[src/rtl/qos_drain_sched_if.sv]
// Response-in / drained-response-out bundle for qos_drain_sched, plus the
// upstream throttling status (pend_cnt, pend_max_qos).
interface qos_drain_sched_if #(
  parameter int ID_W   = 4,
  parameter int QOS_W  = 3,
  parameter int DATA_W = 8
);
  logic              in_vld;
  logic              in_rdy;
  logic [ID_W-1:0]   in_id;
  logic [QOS_W-1:0]  in_qos;
  logic [DATA_W-1:0] in_data;
  logic              out_vld;
  logic              out_rdy;
  logic [ID_W-1:0]   out_id;
  logic [QOS_W-1:0]  out_qos;
  logic [DATA_W-1:0] out_data;
  logic [ID_W:0]     pend_cnt;
  logic [QOS_W-1:0]  pend_max_qos;

  modport master (
    output in_vld, in_id, in_qos, in_data, out_rdy,
    input  in_rdy, out_vld, out_id, out_qos, out_data, pend_cnt, pend_max_qos
  );
  modport slave (
    input  in_vld, in_id, in_qos, in_data, out_rdy,
    output in_rdy, out_vld, out_id, out_qos, out_data, pend_cnt, pend_max_qos
  );
endinterface

[src/rtl/qos_drain_sched.sv]
// Per-ID response table drained highest-QoS-first (ties: lowest ID).
// Optional QOS_DRAIN_AGE_EN: saturated-age entries win over any QoS.
module qos_drain_sched #(
  parameter int ID_W   = 4,
  parameter int QOS_W  = 3,
  parameter int DATA_W = 8,
  parameter int AGE_W  = 4
) (
  input logic               clk,
  input logic               rst_n,
  qos_drain_sched_if.slave  bus
);
  localparam int N = 1 << ID_W;

  logic [N-1:0]             r_pend;
  logic [N-1:0][QOS_W-1:0]  r_qos;
  logic [N-1:0][DATA_W-1:0] r_data;
`ifdef QOS_DRAIN_AGE_EN
  logic [N-1:0][AGE_W-1:0]  r_age;
`endif
  logic                     r_ovld;
  logic [ID_W-1:0]          r_oid;
  logic [QOS_W-1:0]         r_oqos;
  logic [DATA_W-1:0]        r_odata;
  logic [ID_W:0]            r_cnt;
  logic [QOS_W-1:0]         r_max;

  logic                     w_acc, w_load, w_found;
  logic [ID_W-1:0]          w_win;
  logic [QOS_W:0]           w_key, w_best;
  logic [N-1:0]             w_pend_nxt;
  logic [QOS_W-1:0]         w_q, w_max_nxt;

  assign bus.in_rdy       = ~r_pend[bus.in_id];
  assign w_acc            = bus.in_vld & bus.in_rdy;
  assign w_load           = w_found & (~r_ovld | bus.out_rdy);
  assign bus.out_vld      = r_ovld;
  assign bus.out_id       = r_oid;
  assign bus.out_qos      = r_oqos;
  assign bus.out_data     = r_odata;
  assign bus.pend_cnt     = r_cnt;
  assign bus.pend_max_qos = r_max;

  // Key MSB marks an aged entry; strict '>' in ascending ID order keeps the lowest ID on ties.
  always_comb begin
    w_found = 1'b0;
    w_win   = '0;
    w_best  = '0;
    w_key   = '0;
    for (int i = 0; i < N; i++) begin
`ifdef QOS_DRAIN_AGE_EN
      w_key = (&r_age[i]) ? {1'b1, {QOS_W{1'b0}}} : {1'b0, r_qos[i]};
`else
      w_key = {1'b0, r_qos[i]};
`endif
      if (r_pend[i] && (!w_found || w_key > w_best)) begin
        w_found = 1'b1;
        w_best  = w_key;
        w_win   = ID_W'(i);
      end
    end
  end

  // Status registers track the post-edge table, so a new entry shows up one cycle after accept.
  always_comb begin
    w_pend_nxt = r_pend;
    if (w_acc)  w_pend_nxt[bus.in_id] = 1'b1;
    if (w_load) w_pend_nxt[w_win]     = 1'b0;
    w_max_nxt = '0;
    w_q       = '0;
    for (int i = 0; i < N; i++) begin
      w_q = (w_acc && bus.in_id == ID_W'(i)) ? bus.in_qos : r_qos[i];
      if (w_pend_nxt[i] && w_q > w_max_nxt) w_max_nxt = w_q;
    end
  end

  always_ff @(posedge clk or negedge rst_n) begin
    if (!rst_n) begin
      r_pend  <= '0;
      r_ovld  <= 1'b0;
      r_oid   <= '0;
      r_oqos  <= '0;
      r_odata <= '0;
      r_cnt   <= '0;
      r_max   <= '0;
`ifdef QOS_DRAIN_AGE_EN
      r_age   <= '0;
`endif
    end else begin
      r_pend <= w_pend_nxt;
      r_max  <= w_max_nxt;
      r_cnt  <= r_cnt + {{ID_W{1'b0}}, w_acc} - {{ID_W{1'b0}}, w_load};
      if (w_load) begin
        r_ovld  <= 1'b1;
        r_oid   <= w_win;
        r_oqos  <= r_qos[w_win];
        r_odata <= r_data[w_win];
      end else if (bus.out_rdy) begin
        r_ovld  <= 1'b0;
      end
`ifdef QOS_DRAIN_AGE_EN
      for (int i = 0; i < N; i++) begin
        if (w_acc && bus.in_id == ID_W'(i))
          r_age[i] <= '0;
        else if (r_pend[i] && !(w_load && w_win == ID_W'(i)) && !(&r_age[i]))
          r_age[i] <= r_age[i] + 1'b1;
      end
`endif
    end
  end

  // Payload storage is qualified by the pend bit, so it needs no reset.
  always_ff @(posedge clk) begin
    if (w_acc) begin
      r_qos[bus.in_id]  <= bus.in_qos;
      r_data[bus.in_id] <= bus.in_data;
    end
  end
endmodule

[src/flat_wrapper.sv]
// flat-port wrapper written by rule: the top's interface ports become plain ports
module qos_drain_sched_flat 
#(
  parameter int ID_W   = 4,
  parameter int QOS_W  = 3,
  parameter int DATA_W = 8,
  parameter int AGE_W  = 4
)
  (clk, rst_n, bus_in_vld, bus_in_id, bus_in_qos, bus_in_data, bus_out_rdy, bus_in_rdy, bus_out_vld, bus_out_id, bus_out_qos, bus_out_data, bus_pend_cnt, bus_pend_max_qos);
  qos_drain_sched_if #(.ID_W(ID_W), .QOS_W(QOS_W), .DATA_W(DATA_W)) bus_i ();
  input logic clk;
  input logic rst_n;
  input wire logic [$bits(bus_i.in_vld)-1:0] bus_in_vld;
  input wire logic [$bits(bus_i.in_id)-1:0] bus_in_id;
  input wire logic [$bits(bus_i.in_qos)-1:0] bus_in_qos;
  input wire logic [$bits(bus_i.in_data)-1:0] bus_in_data;
  input wire logic [$bits(bus_i.out_rdy)-1:0] bus_out_rdy;
  output wire logic [$bits(bus_i.in_rdy)-1:0] bus_in_rdy;
  output wire logic [$bits(bus_i.out_vld)-1:0] bus_out_vld;
  output wire logic [$bits(bus_i.out_id)-1:0] bus_out_id;
  output wire logic [$bits(bus_i.out_qos)-1:0] bus_out_qos;
  output wire logic [$bits(bus_i.out_data)-1:0] bus_out_data;
  output wire logic [$bits(bus_i.pend_cnt)-1:0] bus_pend_cnt;
  output wire logic [$bits(bus_i.pend_max_qos)-1:0] bus_pend_max_qos;
  assign bus_i.in_vld = bus_in_vld;
  assign bus_i.in_id = bus_in_id;
  assign bus_i.in_qos = bus_in_qos;
  assign bus_i.in_data = bus_in_data;
  assign bus_i.out_rdy = bus_out_rdy;
  assign bus_in_rdy = bus_i.in_rdy;
  assign bus_out_vld = bus_i.out_vld;
  assign bus_out_id = bus_i.out_id;
  assign bus_out_qos = bus_i.out_qos;
  assign bus_out_data = bus_i.out_data;
  assign bus_pend_cnt = bus_i.pend_cnt;
  assign bus_pend_max_qos = bus_i.pend_max_qos;
  qos_drain_sched #(.ID_W(ID_W), .QOS_W(QOS_W), .DATA_W(DATA_W), .AGE_W(AGE_W)) u_core (.clk(clk), .rst_n(rst_n), .bus(bus_i));
endmodule
[config.mk]
export PLATFORM = sky130hd
export DESIGN_NAME = qos_drain_sched_flat
export DESIGN_NICKNAME = d
export VERILOG_FILES = /design/src/rtl/qos_drain_sched_if.sv /design/src/rtl/qos_drain_sched.sv /design/src/flat_wrapper.sv
export SDC_FILE = /design/constraint.sdc
export NUM_CORES = 1
export LEC_CHECK = 0
export CAP_MARGIN = 15
export CORE_ASPECT_RATIO = 0.7
export CORE_UTILIZATION = 52
export CTS_BUF_LIST = sky130_fd_sc_hd__clkbuf_16
export DETAILED_ROUTE_END_ITERATION = 12
export GPL_TIMING_DRIVEN = 1
export HOLD_SLACK_MARGIN = 0.02
export PLACE_DENSITY = 0.71
export SLEW_MARGIN = 20
export SYNTH_ARGS = -nofsm -noshare
export SYNTH_HDL_FRONTEND = slang
export SYNTH_SLANG_ARGS = --single-unit
[constraint.sdc]
create_clock -name clk -period 47.5 [get_ports clk]
set_input_delay 9.5 -clock clk [delete_from_list [all_inputs] [get_ports clk]]
set_output_delay 9.5 -clock clk [all_outputs]
set_load 0.05 [all_outputs]
Word-level counts from Yosys, hierarchy flattened

Cells that the tools add are included.

Bitwise gates (word level): 8
Reductions and logical operators: 81
Muxes and demuxes: 98
Add/sub/neg operators: 2
Equality and inequality tests: 15
$lt $le $gt $ge: 35

Operators by type and width:

| operator             | count |
|---|---|
| $mux W3              | 53 |
| $bwmux W128          | 1 |
| $gt A3 B3 Y1         | 30 |
| $logic_and A1 B1 Y1  | 49 |
| $bwmux W48           | 1 |
| $bmux W8 S4          | 1 |
| $demux W8 S4         | 1 |
| $eq A4 B4 Y1 const B | 8 |
| $mux W16             | 2 |
| $mux W4              | 8 |
| $mux W1              | 22 |
| $and A16 B16 Y16     | 1 |
| $eq A4 B3 Y1 const B | 4 |
| $mux W8              | 2 |
| $not A16 Y16         | 1 |
| $or A16 B16 Y16      | 1 |
| $logic_not A1 Y1     | 15 |
| $logic_or A1 B1 Y1   | 15 |
| $bmux W3 S4          | 1 |
| $demux W3 S4         | 1 |
| $lt A4 B5 Y1 const B | 2 |
| $demux W1 S4         | 2 |
| $eq A4 B2 Y1 const B | 2 |
| $ge A4 B1 Y1 const B | 2 |
| other kinds (11)     | 14 |

Logic and storage cells: 278
Bits in registers: 216
Output and inout bits: 25
Bits of input ports: 19

Logic depth before layout (Yosys ltp)

Depth in word-level cells: 115
Depth in mapped cells: 204
Gate-level depth less buffers: 201

Worst setup path after synthesis

No wires, ideal clock.

Path kind: register to register
Start: reg u_core.r_pend[0]
End: reg u_core.r_max[0] (netlist: u_core.bus.pend_max_qos[0])
Slack: 11156 ps
Clock period less this slack: 36344 ps
Data arrival time: 36221 ps
Cell stages (with the launch flop): 191
Library setup time: 123 ps
Buffers on the path: 3
Required time: 47377 ps
Cell sequence: dfrtp_1 > buf_2 > and2_1 > inv_1 > ha_1 > and3b_1 > o311ai_1 > mux2i_1 > inv_1 > ha_1 > o21ai_0 > a31oi_1 > a22oi_1 > mux2_2 > inv_1 > ha_1 > a21oi_1 > nand2_1 > (+155 left out) > a21boi_0 > a21oi_1 > o211ai_1 > o21a_1 > ha_1 > inv_1 > a21o_1 > a21oi_1 > a31oi_1 > and2_1 > inv_1 > nor2_1 > a21o_1 > ha_1 > a311o_1 > nand2_1 > o22a_1 > o21ai_1

Word-level cells in the longest chain between the ends: 115
Elaborated cells between the ends (all ways): 201
Classes of those cells: order compare (33); mux (84); bitwise (6); reduce/logical (78)

Ends and longest elaborated chain:

| element                                                 | RTL line              | RTL |
|---|---|---|
| from (decl)                                             | qos_drain_sched.sv:15 | `logic [N-1:0] r_pend;` |
| from (signal assigned)                                  | qos_drain_sched.sv:90 | `r_pend <= w_pend_nxt;` |
| $mux W3 / $mux W1 (equally long branches)               | qos_drain_sched.sv:56 | `if (r_pend[i] && (!w_found \|\| w_key > w_best)) begin` |
| $gt A3 B3 Y1 / $logic_not A1 Y1 (equally long branches) | qos_drain_sched.sv:56 |  |
| $logic_or A1 B1 Y1                                      | qos_drain_sched.sv:56 |  |
| $logic_and A1 B1 Y1                                     | qos_drain_sched.sv:56 |  |
| $mux W3 / $mux W1 (equally long branches)               | qos_drain_sched.sv:56 |  |
| $gt A3 B3 Y1 / $logic_not A1 Y1 (equally long branches) | qos_drain_sched.sv:56 |  |
| $logic_or A1 B1 Y1                                      | qos_drain_sched.sv:56 |  |
| $logic_and A1 B1 Y1                                     | qos_drain_sched.sv:56 |  |
| (+100 left out)                                         | --                    |  |
| $mux W3                                                 | qos_drain_sched.sv:73 | `if (w_pend_nxt[i] && w_q > w_max_nxt) w_max_nxt = w_q;` |
| $gt A3 B3 Y1                                            | qos_drain_sched.sv:73 |  |
| $logic_and A1 B1 Y1                                     | qos_drain_sched.sv:73 |  |
| $mux W3                                                 | qos_drain_sched.sv:73 |  |
| $gt A3 B3 Y1                                            | qos_drain_sched.sv:73 |  |
| $logic_and A1 B1 Y1                                     | qos_drain_sched.sv:73 |  |
| $mux W3 (*)                                             | qos_drain_sched.sv:73 |  |
| via u_core.w_max_nxt[0]                                 | qos_drain_sched.sv:32 | `logic [QOS_W-1:0] w_q, w_max_nxt;` |
| to (signal assigned)                                    | qos_drain_sched.sv:91 | `r_max <= w_max_nxt;` |
| to (decl)                                               | qos_drain_sched.sv:26 | `logic [QOS_W-1:0] r_max;` |

The timed path passes the listed nets; every way through them passes the cells marked *. The select of a mux whose other input is x is not followed.
A chain may end at the register's enable or synchronous reset.

Worst setup path after layout

Same ends and word-level chain as after synthesis.

==> impl_metrics.yaml <==
placed_design:
  numPortBuffers: 43
  dp_hpwl_um: 25800
  gp_congestion: 0.934
final_layout:
  diodes: 0
  areaGrowthSynthToFinish_pct: 11.1
  nets: 1358
  final_layout_size_suffix_gt1_frac: 0.114
run_status:
  status: "complete, but fails checks"
  failed_checks: "DRC"
worst_setup_path:
  path_common_cell: "ha_1"
  worstSetupPathType: "register to register"
  critPathMaxFanout: 21
  setup.worst_path.start_class: "register"
  required_ps: 47870
  crit_slowest_cell: "and4_1"
  end_kind: "register"
  critPathArrivalTime_ps: 42920
  reg2regPathDepth: 189
  slowest_delay_ps: 770
drt:
  vias_per_cell: 6.55
  drtIter0Drc: 1379
  postRouteAntennaNets: 0
  drtPass1Iterations: 12
  drcViolationCount: 2
  post_drt_wl_per_cell_um: 22.8
  wl_um: 36500
  vias: 10500
logic_synthesis:
  synth_flop_cell: "edfxtp_1"
  synth.top_cell.area_share: 0.400
  syn_avg_cell_area_sq_um: 10.8
  yosys-top-cells-area: "edfxtp_1 40%, dfrtp_1 7.6%, ha_1 7.1%"
  synth-seq-cells: 216
  synth_most_common_cell: "edfxtp_1"
  ys_warn_count: 0
  synth_top_area_cell: "edfxtp_1"
  netlist_instances: 1223
  synth_edf_count: 176
  synth_common_cells: "176 x edfxtp_1, 129 x nand2_1, 80 x inv_1, 77 x nor2_1, 75 x ha_1"
  synthArstFlopShare: 0.185
  synth_cell_type_count: 99
  syn_area_sq_mm: 0.0132
  syn-num-nets: 1318
  yosysSeqAreaShare: 0.475
clocking:
  clock_latency_ps: 500
  cts_buffers: 21
  clkSinkCount: 216
  cts_resized: 0
  cts_buffer_depth: 3
  tritoncts: "yes"
  cts_setup_buffers: 0
  postCtsHoldBufs: 0
  htreeDepth: 1
  clk_pin_slew_ps: 70
  clockRootBuffer: "clkbuf_16"
floorplanning:
  core-area_sq_mm: 0.0248
  io_pins: 44
  start_util: 0.533
  fp.dieArea_sq_mm: 0.0261
  rows: 48
  chipHeight_um: 135
  die_w_um: 193
global_route:
  grt-ovfl-total: 0
  antenna_found_initial: 0
  grt_max_degree: 49
  grt_pass1_wl_um: 56300
  first_global_vias: 9635
  grt_usage: 0.285
timing:
  clock-skew-final_ps: 13.3
  finalCriticalPeriod_ps: 42550
  fmax_mhz: 23.5
  max_slew.worst_pin.slew_ps: 1040
  setup_violations: 0
  slew_headroom: 0.304
  rsz0062_at_grt: "no"
  period_share: 0.896
  final_max_slew_viol_count: 0
  fin_setup_tns_ps: 0
  hold_viol_final: 0
worst_hold_path:
  hp-class: "register to register"
  hold_depth: 2
run:
  max_cap_violations: 0
## cell type report
class                   count  area (sq um)
flip-flops and latches    216          6290
clock inverters            15           110
clock buffers              21           526
well taps                 325           407
repair buffers             65           591
multi-input cells         879          6470
inverters                  80           300
fillers                  2054         10100
## per-stage QoR
stage	setup slack (ps)	util	instance area (sq um)	instances	hold slack [ps]
6_report	4950	0.592	14700	1601	486
5_1_grt	2060	0.592	14700	1601	516
4_1_cts	5580	0.592	14700	1601	484
3_5_place_dp	5730	0.567	14100	1565	474
3_3_place_gp	6930	0.567	14100	1565	468
2_1_floorplan	11160	-	13200	1223	517
## layout by cell type, fill, tap and decap left out, types with 21 or more instances in the layout
cell / instances
ha_1: 75
dfrtp_1: 40
mux2_2: 33
clkbuf_16: 21
a21oi_1: 50
inv_1: 81
nor2_1: 77
clkdlybuf4s50_1: 42
mux2i_1: 58
buf_4: 22
a22oi_1: 21
o21ai_0: 72
edfxtp_1: 176
nand2_1: 129
a222oi_1: 27
## registers in the layout, indices dropped and copies added, names as in the netlist
signal / flops
u_core.bus.out_vld: 1
u_core.bus.out_data: 8
u_core.bus.pend_max_qos: 3
u_core.bus.pend_cnt: 5
u_core.r_qos: 48
u_core.bus.out_id: 4
u_core.bus.out_qos: 3
u_core.r_pend: 16
u_core.r_data: 128
## path summary, 6_finish.rpt
| path | from | slack [ps] | to |
|---|---|---|---|
| setup reg to reg | u_core.r_pend[0] | 4950 | u_core.bus.pend_max_qos[0] |
| hold / removal | u_core.bus.out_data[3] | 490 | u_core.bus.out_data[3] |
| max in group asynchronous | rst_n | 37920 | u_core.bus.pend_max_qos[0] |
| hold reg to reg | u_core.bus.out_data[3] | 490 | u_core.bus.out_data[3] |
| min in group asynchronous | rst_n | 9100 | u_core.bus.pend_cnt[0] |
| setup / recovery | u_core.r_pend[0] | 4950 | u_core.bus.pend_max_qos[0] |
## layer usage
layer / GRT usage / vias to the layer above / routed length (um)
li1: - / 4784 / -
met2: 0.402 / 580 / 15000
met4: 0.0512 / 0 / 617
met1: 0.451 / 5079 / 16700
met3: 0.0572 / 47 / 4130
met5: 0 / - / 0
## critical path, delay by kind of cell, from the launching register on
kind / cells / cell delay [ps]
DFF: 1 / 650
adders and majority gates: 33 / 9110
and+or+nand+nor: 43 / 8350
buffers and inverters: 11 / 830
AOI/OAI and AO/OA: 91 / 19200
muxes: 11 / 4230
## kinds of logic (layout without fill, tap and decap cells)
logic type / Yosys count / after routing / share of synthesized area
multiplexers: 96 / 96 / 0.0805
adder cells (fa/ha/maj): 81 / 81 / 0.0763
AND/OR/NAND/NOR: 341 / 341 / 0.131
XOR/XNOR: 4 / 4 / 0.00265
flip-flops: 216 / 216 / 0.475
buffers and inverters: 128 / 181 / 0.0376
AO/OA/AOI/OAI: 357 / 357 / 0.197
Power is left out: the tool's default activity adds up to more than one toggle a clock period on the data nets, which glitch-free logic cannot reach.
